$ cat config.mk
export PLATFORM = sky130hd
export DESIGN_NAME = scroll_display_engine
export DESIGN_NICKNAME = d
export VERILOG_FILES = /design/src/rtl/scroll_display_engine.sv
export SDC_FILE = /design/constraint.sdc
export NUM_CORES = 1
export LEC_CHECK = 0
export ABC_CLOCK_PERIOD_IN_PS = 5550
export BUFFER_PORTS_ARGS = -buffer_cell sky130_fd_sc_hd__buf_4
export CORE_ASPECT_RATIO = 0.5
export CORE_UTILIZATION = 31
export CTS_BUF_LIST = sky130_fd_sc_hd__clkbuf_4
export DETAILED_ROUTE_END_ITERATION = 8
export PLACE_DENSITY = 0.51
export SLEW_MARGIN = 20
export SYNTH_ARGS = -nofsm -noshare
export SYNTH_HDL_FRONTEND = slang
export SYNTH_SLANG_ARGS = --single-unit
$ cat constraint.sdc
create_clock -name clk -period 5.55 [get_ports clk]
set_input_delay 0.8325 -clock clk [delete_from_list [all_inputs] [get_ports clk]]
set_output_delay 0.8325 -clock clk [all_outputs]
set_load 0.05 [all_outputs]
$ cat src/rtl/scroll_display_engine.sv
// Character scroller: buffers decoded ASCII digits/spaces in a small FIFO and
// shifts them through an N-digit window at a selectable rate.
module scroll_display_engine #(
    parameter int NUM_DIGITS  = 3,
    parameter int FIFO_DEPTH  = 16,
    parameter int STEP_CYCLES = 50000000
) (
    input  logic                    clk,
    input  logic                    reset,
    input  logic                    i_valid,
    input  logic [7:0]              i_data,
    input  logic [1:0]              i_rate,
    input  logic [1:0]              i_mode,
    output logic                    o_ready,
    output logic                    o_drop,
    output logic                    o_step,
    output logic [4*NUM_DIGITS-1:0] o_digits,
    output logic [NUM_DIGITS-1:0]   o_blank,
    output logic                    o_fifo_empty,
    output logic                    o_busy
);
    localparam int AW = $clog2(FIFO_DEPTH);
    localparam int CW = $clog2(STEP_CYCLES * 8 + 1);
    localparam logic [CW-1:0] STEP_W = CW'(STEP_CYCLES);

    typedef enum logic [1:0] {S_IDLE, S_RUN, S_HOLD, S_CLEAR} state_t;

    state_t                state_q;
    logic [4:0]            mem_q [FIFO_DEPTH];
    logic [AW:0]           wr_ptr_q, rd_ptr_q, wr_ptr_d, rd_ptr_d;
    logic                  full_q, empty_q, full_d, empty_d;
    logic [CW-1:0]         count_q, period_m1;
    logic [3:0]            code_q [NUM_DIGITS];
    logic [NUM_DIGITS-1:0] blank_q;
    logic                  drop_q, step_q;

    logic                  is_digit, is_space, decodable;
    logic                  clear_go, flush, do_step, wr_en, rd_en;
    logic [4:0]            wr_entry, head;
    logic [3:0]            left_code [NUM_DIGITS];
    logic [3:0]            right_code [NUM_DIGITS];
    logic [3:0]            step_code [NUM_DIGITS];
    logic [NUM_DIGITS-1:0] left_blank, right_blank, step_blank;

    always_comb begin
        is_digit  = (i_data >= 8'h30) && (i_data <= 8'h39);
        is_space  = (i_data == 8'h20);
        decodable = is_digit || is_space;
        // FIFO entry layout is {blank, code}; a space carries code 0.
        wr_entry  = is_space ? 5'b1_0000 : {1'b0, i_data[3:0]};

        period_m1 = (STEP_W << (2'd3 - i_rate)) - CW'(1);
        clear_go  = (i_mode == 2'b11) && (state_q != S_CLEAR);
        flush     = clear_go || (state_q == S_CLEAR);
        // Greater-or-equal so a faster rate chosen mid-count steps at once.
        do_step   = (state_q == S_RUN) && !i_mode[1] && (count_q >= period_m1);
        wr_en     = i_valid && decodable && !full_q && !flush;
        rd_en     = do_step && !empty_q;
        head      = empty_q ? 5'b1_0000 : mem_q[rd_ptr_q[AW-1:0]];

        wr_ptr_d  = flush ? '0 : wr_ptr_q + (AW+1)'(wr_en);
        rd_ptr_d  = flush ? '0 : rd_ptr_q + (AW+1)'(rd_en);
        empty_d   = (wr_ptr_d == rd_ptr_d);
        full_d    = (wr_ptr_d[AW] != rd_ptr_d[AW]) &&
                    (wr_ptr_d[AW-1:0] == rd_ptr_d[AW-1:0]);
    end

    genvar gi;
    generate
        for (gi = 0; gi < NUM_DIGITS; gi++) begin : g_digit
            if (gi == 0) begin : g_left
                assign left_code[gi]  = head[3:0];
                assign left_blank[gi] = head[4];
            end else begin : g_left
                assign left_code[gi]  = code_q[gi-1];
                assign left_blank[gi] = blank_q[gi-1];
            end
            if (gi == NUM_DIGITS - 1) begin : g_right
                assign right_code[gi]  = head[3:0];
                assign right_blank[gi] = head[4];
            end else begin : g_right
                assign right_code[gi]  = code_q[gi+1];
                assign right_blank[gi] = blank_q[gi+1];
            end
            assign step_code[gi]      = i_mode[0] ? right_code[gi]  : left_code[gi];
            assign step_blank[gi]     = i_mode[0] ? right_blank[gi] : left_blank[gi];
            assign o_digits[4*gi +: 4] = code_q[gi];
        end
    endgenerate

    always_ff @(posedge clk) begin
        if (wr_en) begin
            mem_q[wr_ptr_q[AW-1:0]] <= wr_entry;
        end
    end

    always_ff @(posedge clk) begin
        if (reset) begin
            state_q  <= S_IDLE;
            count_q  <= '0;
            code_q   <= '{default: '0};
            blank_q  <= '1;
            wr_ptr_q <= '0;
            rd_ptr_q <= '0;
            full_q   <= 1'b0;
            empty_q  <= 1'b1;
            drop_q   <= 1'b0;
            step_q   <= 1'b0;
        end else begin
            wr_ptr_q <= wr_ptr_d;
            rd_ptr_q <= rd_ptr_d;
            full_q   <= full_d;
            empty_q  <= empty_d;
            drop_q   <= i_valid && decodable && full_q && !flush;
            step_q   <= 1'b0;
            if (clear_go) begin
                state_q <= S_CLEAR;
                count_q <= '0;
                code_q  <= '{default: '0};
                blank_q <= '1;
            end else begin
                case (state_q)
                    S_IDLE: begin
                        count_q <= '0;
                        if (!empty_q && !i_mode[1]) begin
                            state_q <= S_RUN;
                        end
                    end
                    S_RUN: begin
                        if (i_mode[1]) begin
                            state_q <= S_HOLD;
                        end else if (do_step) begin
                            count_q <= '0;
                            code_q  <= step_code;
                            blank_q <= step_blank;
                            step_q  <= 1'b1;
                            if (empty_q && (&step_blank)) begin
                                state_q <= S_IDLE;
                            end
                        end else begin
                            count_q <= count_q + CW'(1);
                        end
                    end
                    S_HOLD: begin
                        if (!i_mode[1]) begin
                            state_q <= S_RUN;
                        end
                    end
                    S_CLEAR: begin
                        state_q <= S_IDLE;
                        count_q <= '0;
                    end
                    default: state_q <= S_IDLE;
                endcase
            end
        end
    end

    assign o_ready      = !full_q;
    assign o_fifo_empty = empty_q;
    assign o_drop       = drop_q;
    assign o_step       = step_q;
    assign o_blank      = blank_q;
    assign o_busy       = (state_q == S_RUN) || (state_q == S_HOLD);
endmodule

==> summary.txt, run 1 <==
Run status
  – Status: finished clean

Setup path
  – CP Buf/Inv Count: 4
  – Crit end category: register
  – CP cell instances: buf_4 > inv_1 > nor2_1 > inv_1 > ha_1 > nand4_1 > nor4_1 > a2111oi_2 > nand4_1 > buf_4 > nand2_1 > nor2_1 > ha_1 > ha_1 > xnor2_1 > xnor2_1 > a41oi_1 > nor4_1
  – Slowest cell on the critical path: a2111oi_2
  – WP data arrival: about 4.0 ns
  – Worst Setup Start Kind: primary input
  – Slowest stage delay, CP: 0.40 ns
  – Critical Path RT: 6.01 ns
  – Most used cell, CP: ha_1
  – CP max FO: 20
  – Crit path kind: primary input to register
  – Crit path max-delay family: simple AND/OR/NAND/NOR gates

Timing
  – Minimum clock period: 3.58 ns
  – Max-slew violations: 0
  – Fmax: between 200 and 300 MHz
  – Worst Tran Pin Value: 0.993 ns
  – RSZ-0062 raised after global routing: false
  – Rel. slew slack: 0.337
  – Clock skew: 0.0285 ns
  – Period utilisation layout: 0.645
  – Final Hold Viols: 0
  – Final setup violation count: 0
  – Final hold slack: 0.508 ns
  – Setup_tns: 0 ns

Finish
  – Fin nets: 702
  – Fill count: 2177
  – Share of cells above drive strength 1: 0.168
  – Syn-to-layout area delta: 11.0%
  – Most common cell after layout, fill and taps aside: edfxtp_1
  – Commonest non-fill, non-tap cells in the layout: edfxtp_1 (80), dfxtp_1 (60), nor2_1 (51)

Die
  – Die Ht: ~110 um
  – Die X-Extent: roughly 210 um
  – Starting density of the core: 0.319
  – Core area: between 20000 and 25000 sq um
  – Row count: 38
  – I/O pin count: 35
  – Die area: 23100 sq um

Global route
  – Vias in the first global route: 4839
  – Pin count of the biggest net entering global routing: 33
  – Remaining global-route overflow: 0
  – Total GRT Usage: 0.147
  – First-pass GRT wire length: 26.2 mm
  – Initial antenna violation count: 1

Clock network
  – Clock Pin Slew Worst Setup and Hold Paths: roughly 0.14 ns
  – Clk_lat worst skew: 0.55 ns
  – Clock root cell: clkbuf_4
  – Post-CTS setup buffers: 0
  – Clk sinks: 140
  – Hold-fix buffers, CTS: 0
  – H-tree depth: 4
  – Max clock buf depth: 2
  – CTS tree: done
  – Cts repair resizes: 0
  – CTS buffer count: 17

Placement
  – I/O Buffers: 34
  – GPL Wtd Cong: between 0.8 and 0.9
  – Final HPWL DP: 11.3 mm

Routing
  – DR vias/cell: between 5 and 6
  – # DRC: 0
  – Drt first pass iters: 4
  – Via Count: 4965
  – WL per Instance: approximately 17 um
  – DRT antenna net count: 0
  – DRT iter0 DRCs: 312
  – Final wirelength: about 16 mm

Logic synthesis
  – Synthesized area per cell: ~11 sq um
  – Mapped Cells: around 630
  – Dominant synthesized flop cell: edfxtp_1
  – Synth Register Bits: 140
  – Area contributors post-synth: edfxtp_1 (34%), dfxtp_1 (17%), ha_1 (5.2%), mux4_2 (3.6%), nor2_1 (2.7%)
  – Post-synth EDFFs: 80
  – Dominant cell type by area after synthesis: edfxtp_1
  – Synth warn: 0
  – Synth Cell Area: 6960 sq um
  – Seq/Total Area, Yosys: 0.517
  – FFs w/ async S/R, synth: 0
  – Synth cell types: 65
  – Top-area cell type share of the netlist area: 0.345

Run
  – Max_cap viols: 0

Power
  – VDD IR max: 0.000116 V
  – PD cells: ~250 nW/um^2
  – P_leak: 0.00251 uW

Min path
  – HP Class: register to register
metrics by stage:
stage               area, sq um  std cells  utilization  power [uW]  setup WS [ns]
floorplan                  6970        634            -        1230           1.94
global placement           7440        939        0.341        1270           1.49
detailed placement         7440        939        0.341        1270           1.44
CTS                        7730        971        0.354        1950           1.99
global route               7730        972        0.354        2010           1.64
finish                     7730        972        0.354        1930           1.97
cell type report:
cell class              count  area, sq um  area share
inverters                  14         52.6     0.00680
flip-flops and latches    140         3600       0.466
clock inverters            14          150      0.0194
multi-input cells         445         3110       0.402
diodes                      1         2.50    0.000324
clock buffers              18          135      0.0175
repair buffers             40          300      0.0388
well taps                 300          375      0.0486
final timing paths:
path / slack [ns] / startpoint / to / cells after the start
setup / recovery: 1.97 / i_rate[0] / full_q / 18
hold / removal: 0.51 / o_digits[3] / o_digits[3] / 2
setup reg to reg: 2.22 / count_q[17] / full_q / 14
hold reg to reg: 0.51 / o_digits[3] / o_digits[3] / 2
report_power, final:
| group | switching [uW] | total, uW | internal, uW |
|---|---|---|---|
| clock | 439 | 685 | 246 |
| sequential | 3.83 | 1100 | 1100 |
| combinational | 102 | 147 | 45.1 |
| total | 545 | 1930 | 1390 |
sequential cells by signal (all words and copies together) (netlist names):
| register | flops |
|---|---|
| o_blank | 3 |
| rd_ptr_q | 5 |
| full_q | 1 |
| o_step | 1 |
| mem_q | 80 |
| state_q | 2 |
| o_fifo_empty | 1 |
| count_q | 29 |
| wr_ptr_q | 5 |
| o_drop | 1 |
| o_digits | 12 |
cell usage after synthesis, types with 5 or more instances:
master,count
o2111ai_1,8
mux2i_1,17
nand2_1,49
and3_1,5
o211ai_1,5
a41oi_1,6
nor4_1,6
edfxtp_1,80
nor2_1,51
nand4_1,15
clkbuf_1,18
inv_1,12
o21ai_1,5
nand2b_1,11
nand3_1,29
ha_1,29
nor3_1,11
a21oi_1,28
a31oi_1,26
or2_2,6
nand3b_1,12
and2_1,5
buf_4,6
xor2_1,8
o21ai_0,21
buf_2,6
xnor2_1,10
mux2_2,9
dfxtp_1,60
mux4_2,11
tightest hold or removal path: cells and delay by family (launching register included):
family	cells	cell delay, ns
AOI/OAI and AO/OA	2	0.13
DFF	1	0.35
kinds of logic after synthesis:
family,after synthesis,share of synthesized area
muxes,38,0.0762
other,2,0.00108
adders and majority gates,29,0.0521
buffers and inverters,49,0.0363
xor gates and xnor gates,18,0.0226
DFF,140,0.517
AOI/OAI and AO/OA,128,0.121
and+or+nand+nor,229,0.173
routing by layer:
layer | vias up | GRT usage | wire, um
met1 | 2446 | 0.189 | 7880
met5 | - | 0 | 0
li1 | 2451 | - | -
met2 | 52 | 0.247 | 7830
met4 | 0 | 0.0488 | 230
met3 | 16 | 0.0335 | 369
Power figures use the tool's default switching activity.
==> inputs of run 2 (changes only) <==
ABC_CLOCK_PERIOD_IN_PS = 3200   (was 5550)
PLACE_DENSITY = 0.53   (was 0.51)
clock period = 3.2 ns   (was 5.55 ns; I/O delays follow)
==> summary.txt, run 2 (synthesized netlist as in run 1, its figures left out) <==
Global route
  – Pin count of the biggest net entering global routing: 38
  – Remaining global-route overflow: 0
  – Vias in the first global route: roughly 5000
  – First-pass GRT wire length: 26.7 mm
  – Total GRT Usage: 0.147
  – Initial antenna violation count: 0

Setup path
  – CP cell instances: ha_1 > nand4_1 > buf_4 > nor4_1 > nand3_1 > nand4_1 > nand2_2 > nor2_2 > ha_2 > nand3_2 > xor2_2 > xnor2_1 > a41oi_2 > nor4_1
  – Slowest cell on the critical path: dfxtp_2
  – WP data arrival: 3.36 ns
  – Crit path kind: register to register
  – Crit end category: register
  – Critical Path RT: between 3 and 4 ns
  – CP max FO: 5
  – Slowest stage delay, CP: around 0.38 ns
  – Worst Setup Start Kind: register

Routing
  – DRT iter0 DRCs: 282
  – Uppermost layer routed: met4
  – # DRC: 0
  – DRT antenna net count: 0
  – Drt first pass iters: 7
  – WL per Instance: 16.6 um
  – Final wirelength: 16.7 mm
  – Met1 WL: 7.88 mm
  – Metal2 WL: 8.01 mm
  – Via Count: 5159
  – Met3 Routed Length: roughly 570 um
  – DR vias/cell: 5.14

Placement
  – Final HPWL DP: between 10 and 15 mm
  – Setup WS pre-CTS: -0.211 ns
  – I/O Buffers: 34
  – GPL Wtd Cong: 0.826

Clock network
  – Clk_lat worst skew: 0.52 ns
  – CTS buffer count: 17
  – Hold-fix buffers, CTS: 0
  – H-tree depth: 4
  – Clock Pin Slew Worst Setup and Hold Paths: 0.14 ns
  – Clk sinks: 140
  – Clock root cell: clkbuf_4
  – CTS tree: done
  – Max clock buf depth: 2

Timing
  – Fmax: 340 MHz
  – Minimum clock period: 2.94 ns
  – Worst Tran Pin Value: 0.842 ns
  – Max-slew violations: 0
  – Final WS setup: 0.256 ns
  – Clock skew: 0.0336 ns
  – Final setup violation count: 0
  – Rel. slew slack: 0.438
  – Setup_tns: 0 ns
  – Final Hold Viols: 0
  – Period utilisation layout: 0.920
  – RSZ-0062 raised after global routing: false
  – Final hold slack: 0.247 ns

Die
  – I/O pin count: 35
  – Die area: roughly 23000 sq um
  – Starting density of the core: 0.319
  – Die X-Extent: 214 um
  – Row count: 38
  – Die Ht: 108 um
  – Core area: 21800 sq um

Finish
  – Fin util: 0.370
  – Share of cells above drive strength 1: 0.230
  – Largest register FFs: 80
  – # diodes: 0
  – Syn-to-layout area delta: 16.0%
  – Most common cell after layout, fill and taps aside: edfxtp_1
  – Fill count: 2166
  – Fin nets: 734
  – Commonest non-fill, non-tap cells in the layout: edfxtp_1 (80), buf_4 (70), dfxtp_1 (55)

Power
  – VDD IR max: between 0.0002 and 0.00025 V
  – P_sw: 924 uW
  – Internal power: about 2400 uW
  – Net Sw Frac: 0.277
  – Clk pwr share: 0.347
  – Combinational share of power: 0.082
  – P_leak: between 0.002 and 0.003 uW
  – Seq pwr share: 0.571
  – PD cells: roughly 410 nW/um^2
  – Tot Pwr: 3340 uW

Min path
  – HP Class: primary input to register

Run status
  – Status: finished clean

Run
  – Max_cap viols: 0
==> run 2: cell count changes in the layout (fill, tap and decap cells not counted), sizes merged <==
| cell | change |
|---|---|
| clkinv | -1 |
| inv | +1 |
| diode | -1 |
| buf | +32 |
==> run 2: through the flow <==
stage / instance area (sq um) / std cells
floorplan: 6980 / 634
global placement: 7720 / 971
detailed placement: 7720 / 971
CTS: 8000 / 1003
global route: 8080 / 1003
finish: 8080 / 1003
==> run 2: cell type report <==
type	count	area [sq um]	area share
Multi-Input combinational cell	445	3190	0.395
Clock inverter	14	148	0.0183
Tap cell	300	375	0.0464
Sequential cell	140	3610	0.447
Inverter	14	52.6	0.00650
Clock buffer	18	135	0.0167
Timing Repair Buffer	72	566	0.0700
==> run 2: what timing repair did <==
action	CTS	global route
gates resized for setup	0	19
setup buffers	0	0
setup endpoints to repair	0	2
endpoints found under the hold margin	0	0
==> run 2: final timing paths <==
path	start	endpoint	slack, ns	depth (start not counted)
worst max-delay path	count_q[19]	full_q	0.26	14
worst min-delay path	reset	o_drop	0.25	2
worst max register to register	count_q[19]	full_q	0.26	14
worst min register to register	full_q	o_drop	0.50	2
==> run 2: critical path: cells and delay by family (launching register included) <==
family	cells	cell delay, ns
flops	1	0.38
xor+xnor	2	0.41
compound gates	1	0.16
simple gates	8	1.20
buf+inv	1	0.17
fa+ha+maj	2	0.53
==> run 2: power groups by stage <==
stage / combinational [uW] / sequential (uW) / clock, uW
after floorplan: 180 / 1950 / 0
after global placement: 268 / 1950 / 0
after detailed placement: 273 / 1950 / 0
after CTS: 275 / 1910 / 1190
after global routing: 302 / 1910 / 1270
final: 275 / 1910 / 1160
==> run 2: routing by layer <==
metal | track usage | up-vias
met2 | 0.248 | 86
met1 | 0.194 | 2538
met4 | 0.0416 | 0
met5 | 0 | -
li1 | - | 2523
met3 | 0.0267 | 12
==> inputs of run 3 (changes only) <==
CORE_ASPECT_RATIO = default   (was 0.5)
==> summary.txt, run 3 (synthesized netlist as in run 1, its figures left out) <==
Placement
  – Cells after DPL: about 950
  – Final HPWL DP: 12.4 mm
  – GPL Wtd Cong: approximately 0.83
  – I/O Buffers: 34

Run
  – Max_cap viols: 0

Min path
  – Hold Path End: full_q
  – Hold Path Stages: 2
  – HP Start: reset
  – HP Class: primary input to register

Setup path
  – Worst Setup Start Kind: register
  – Reg2reg end: full_q
  – R2R Path Start: count_q[18]
  – Critical Path RT: 3.65 ns
  – Slowest cell on the critical path: dfxtp_2
  – Slowest stage delay, CP: between 0.3 and 0.4 ns
  – FF-to-FF path depth: 14
  – CP max FO: 6
  – WP data arrival: 3.45 ns
  – Worst reg-to-reg setup slack: 0.19 ns
  – Crit end category: register
  – Crit path kind: register to register
  – CP cell instances: ha_1 > nand4_1 > buf_4 > nor4_1 > nand3_1 > nand4_1 > nand2_2 > nor2_1 > ha_1 > ha_2 > nand3_1 > xor2_2 > xnor2_2 > nor4_2

Finish
  – Fin nets: 731
  – Largest register FFs: 80
  – Commonest non-fill, non-tap cells in the layout: edfxtp_1 (80), buf_4 (68), dfxtp_1 (54)
  – Fin util: 0.365
  – Share of cells above drive strength 1: 0.221
  – Syn-to-layout area delta: 14.9%
  – Post-route insts no fill: 981
  – Most common cell after layout, fill and taps aside: edfxtp_1

Die
  – Row count: 54
  – Core area: 22000 sq um
  – Die area: between 20000 and 25000 sq um
  – Starting density of the core: 0.317
  – I/O pin count: 35
  – Die X-Extent: about 150 um
  – Die Ht: 152 um

Timing
  – Minimum clock period: ~3 ns
  – Fmax: ~330 MHz
  – Final setup violation count: 0
  – Worst Tran Pin Value: 0.711 ns
  – Rel. slew slack: 0.525
  – Final Hold Viols: 0
  – Max-slew violations: 0
  – Clock skew: 0.0226 ns
  – Period utilisation layout: 0.940
  – RSZ-0062 raised after global routing: false

Clock network
  – Post-CTS setup buffers: 0
  – CTS tree: done
  – Clock Pin Slew Worst Setup and Hold Paths: 0.15 ns
  – Clk sinks: 140
  – CTS buffer count: 17
  – Clock root cell: clkbuf_4
  – Clk_lat worst skew: roughly 0.54 ns
  – Max clock buf depth: 2
  – H-tree depth: 4

Run status
  – Failing checks: design-rule violations
  – Status: finished, violations left

Routing
  – Drt first pass iters: 9
  – Final wirelength: 17.0 mm
  – WL per Instance: 17.3 um
  – # DRC: 8
  – DR vias/cell: 5.24
  – DRT iter0 DRCs: ~390
  – DRT antenna net count: 0
  – Via Count: slightly above 5000

Global route
  – Initial antenna violation count: 1
  – First-pass GRT wire length: roughly 28 mm
  – Remaining global-route overflow: 0
  – Pin count of the biggest net entering global routing: 38
  – Total GRT Usage: 0.154
  – Vias in the first global route: 5098

Power
  – VDD IR max: 0.000202 V
  – PD cells: 421 nW/um^2
  – P_leak: 0.00268 uW
==> run 3: cell count changes in the layout (fill, tap and decap cells not counted), sizes merged <==
cell,change
inv,+1
clkinv,+3
clkbuf,-1
buf,-3
clkinvlp,-3
diode,+1
==> run 3: per-layer routing <==
metal | routed length, um | global-route usage | vias up
met5 | 0 | 0 | -
li1 | - | - | 2521
met1 | 8370 | 0.215 | 2496
met3 | 708 | 0.0325 | 14
met2 | 7730 | 0.237 | 110
met4 | 182 | 0.0515 | 0
==> run 3: final cells by class <==
cell class	count	area (sq um)
Inverter	14	52.6
Sequential cell	140	3610
Fill cell	2154	14000
Antenna cell	1	2.50
Clock buffer	17	128
Multi-Input combinational cell	445	3160
Clock inverter	15	170
Timing Repair Buffer	69	531
Tap cell	280	350
==> run 3: worst max-delay path by stage <==
stage	slack, ns	startpoint	endpoint	cells past startpoint
after floorplan	0.00004	i_rate[0]	full_q	17
after global placement	-0.10	i_rate[0]	full_q	17
after detailed placement	-0.22	i_rate[0]	o_fifo_empty	18
after CTS	0.06	count_q[18]	full_q	13
after global routing	0.003	count_q[26]	full_q	14
final	0.19	count_q[18]	full_q	14
==> run 3: report_power, final <==
| group | internal (uW) | total [uW] | switching, uW |
|---|---|---|---|
| clock network | 432 | 1180 | 752 |
| logic | 90.8 | 278 | 187 |
| registers | 1900 | 1910 | 7.22 |
==> run 3: critical path: cells and delay by family (launching register included) <==
family,cells,cell delay [ns]
xor+xnor,2,0.39
simple gates,8,1.26
flops,1,0.39
buf+inv,1,0.18
fa+ha+maj,3,0.70
==> run 3: per-stage QoR <==
| step | hold WS [ns] | area [sq um] | power, uW | TNS, ns | setup slack (ns) |
|---|---|---|---|---|---|
| 3_3_place_gp | 0.481 | 7660 | 2220 | -0.208 | -0.105 |
| 3_5_place_dp | 0.477 | 7660 | 2220 | -0.416 | -0.217 |
| 2_1_floorplan | 0.443 | 6980 | 2130 | 0 | 0.0000422 |
| 6_report | 0.257 | 8010 | 3370 | 0 | 0.192 |
| 5_1_grt | 0.191 | 8010 | 3520 | 0 | 0.00328 |
| 4_1_cts | 0.206 | 7950 | 3420 | 0 | 0.0630 |
==> run 3: what timing repair did <==
item,CTS,global route
setup endpoints to repair,0,2
gates resized for setup,0,13
hold endpoints to repair,0,0
hold buffers,0,0
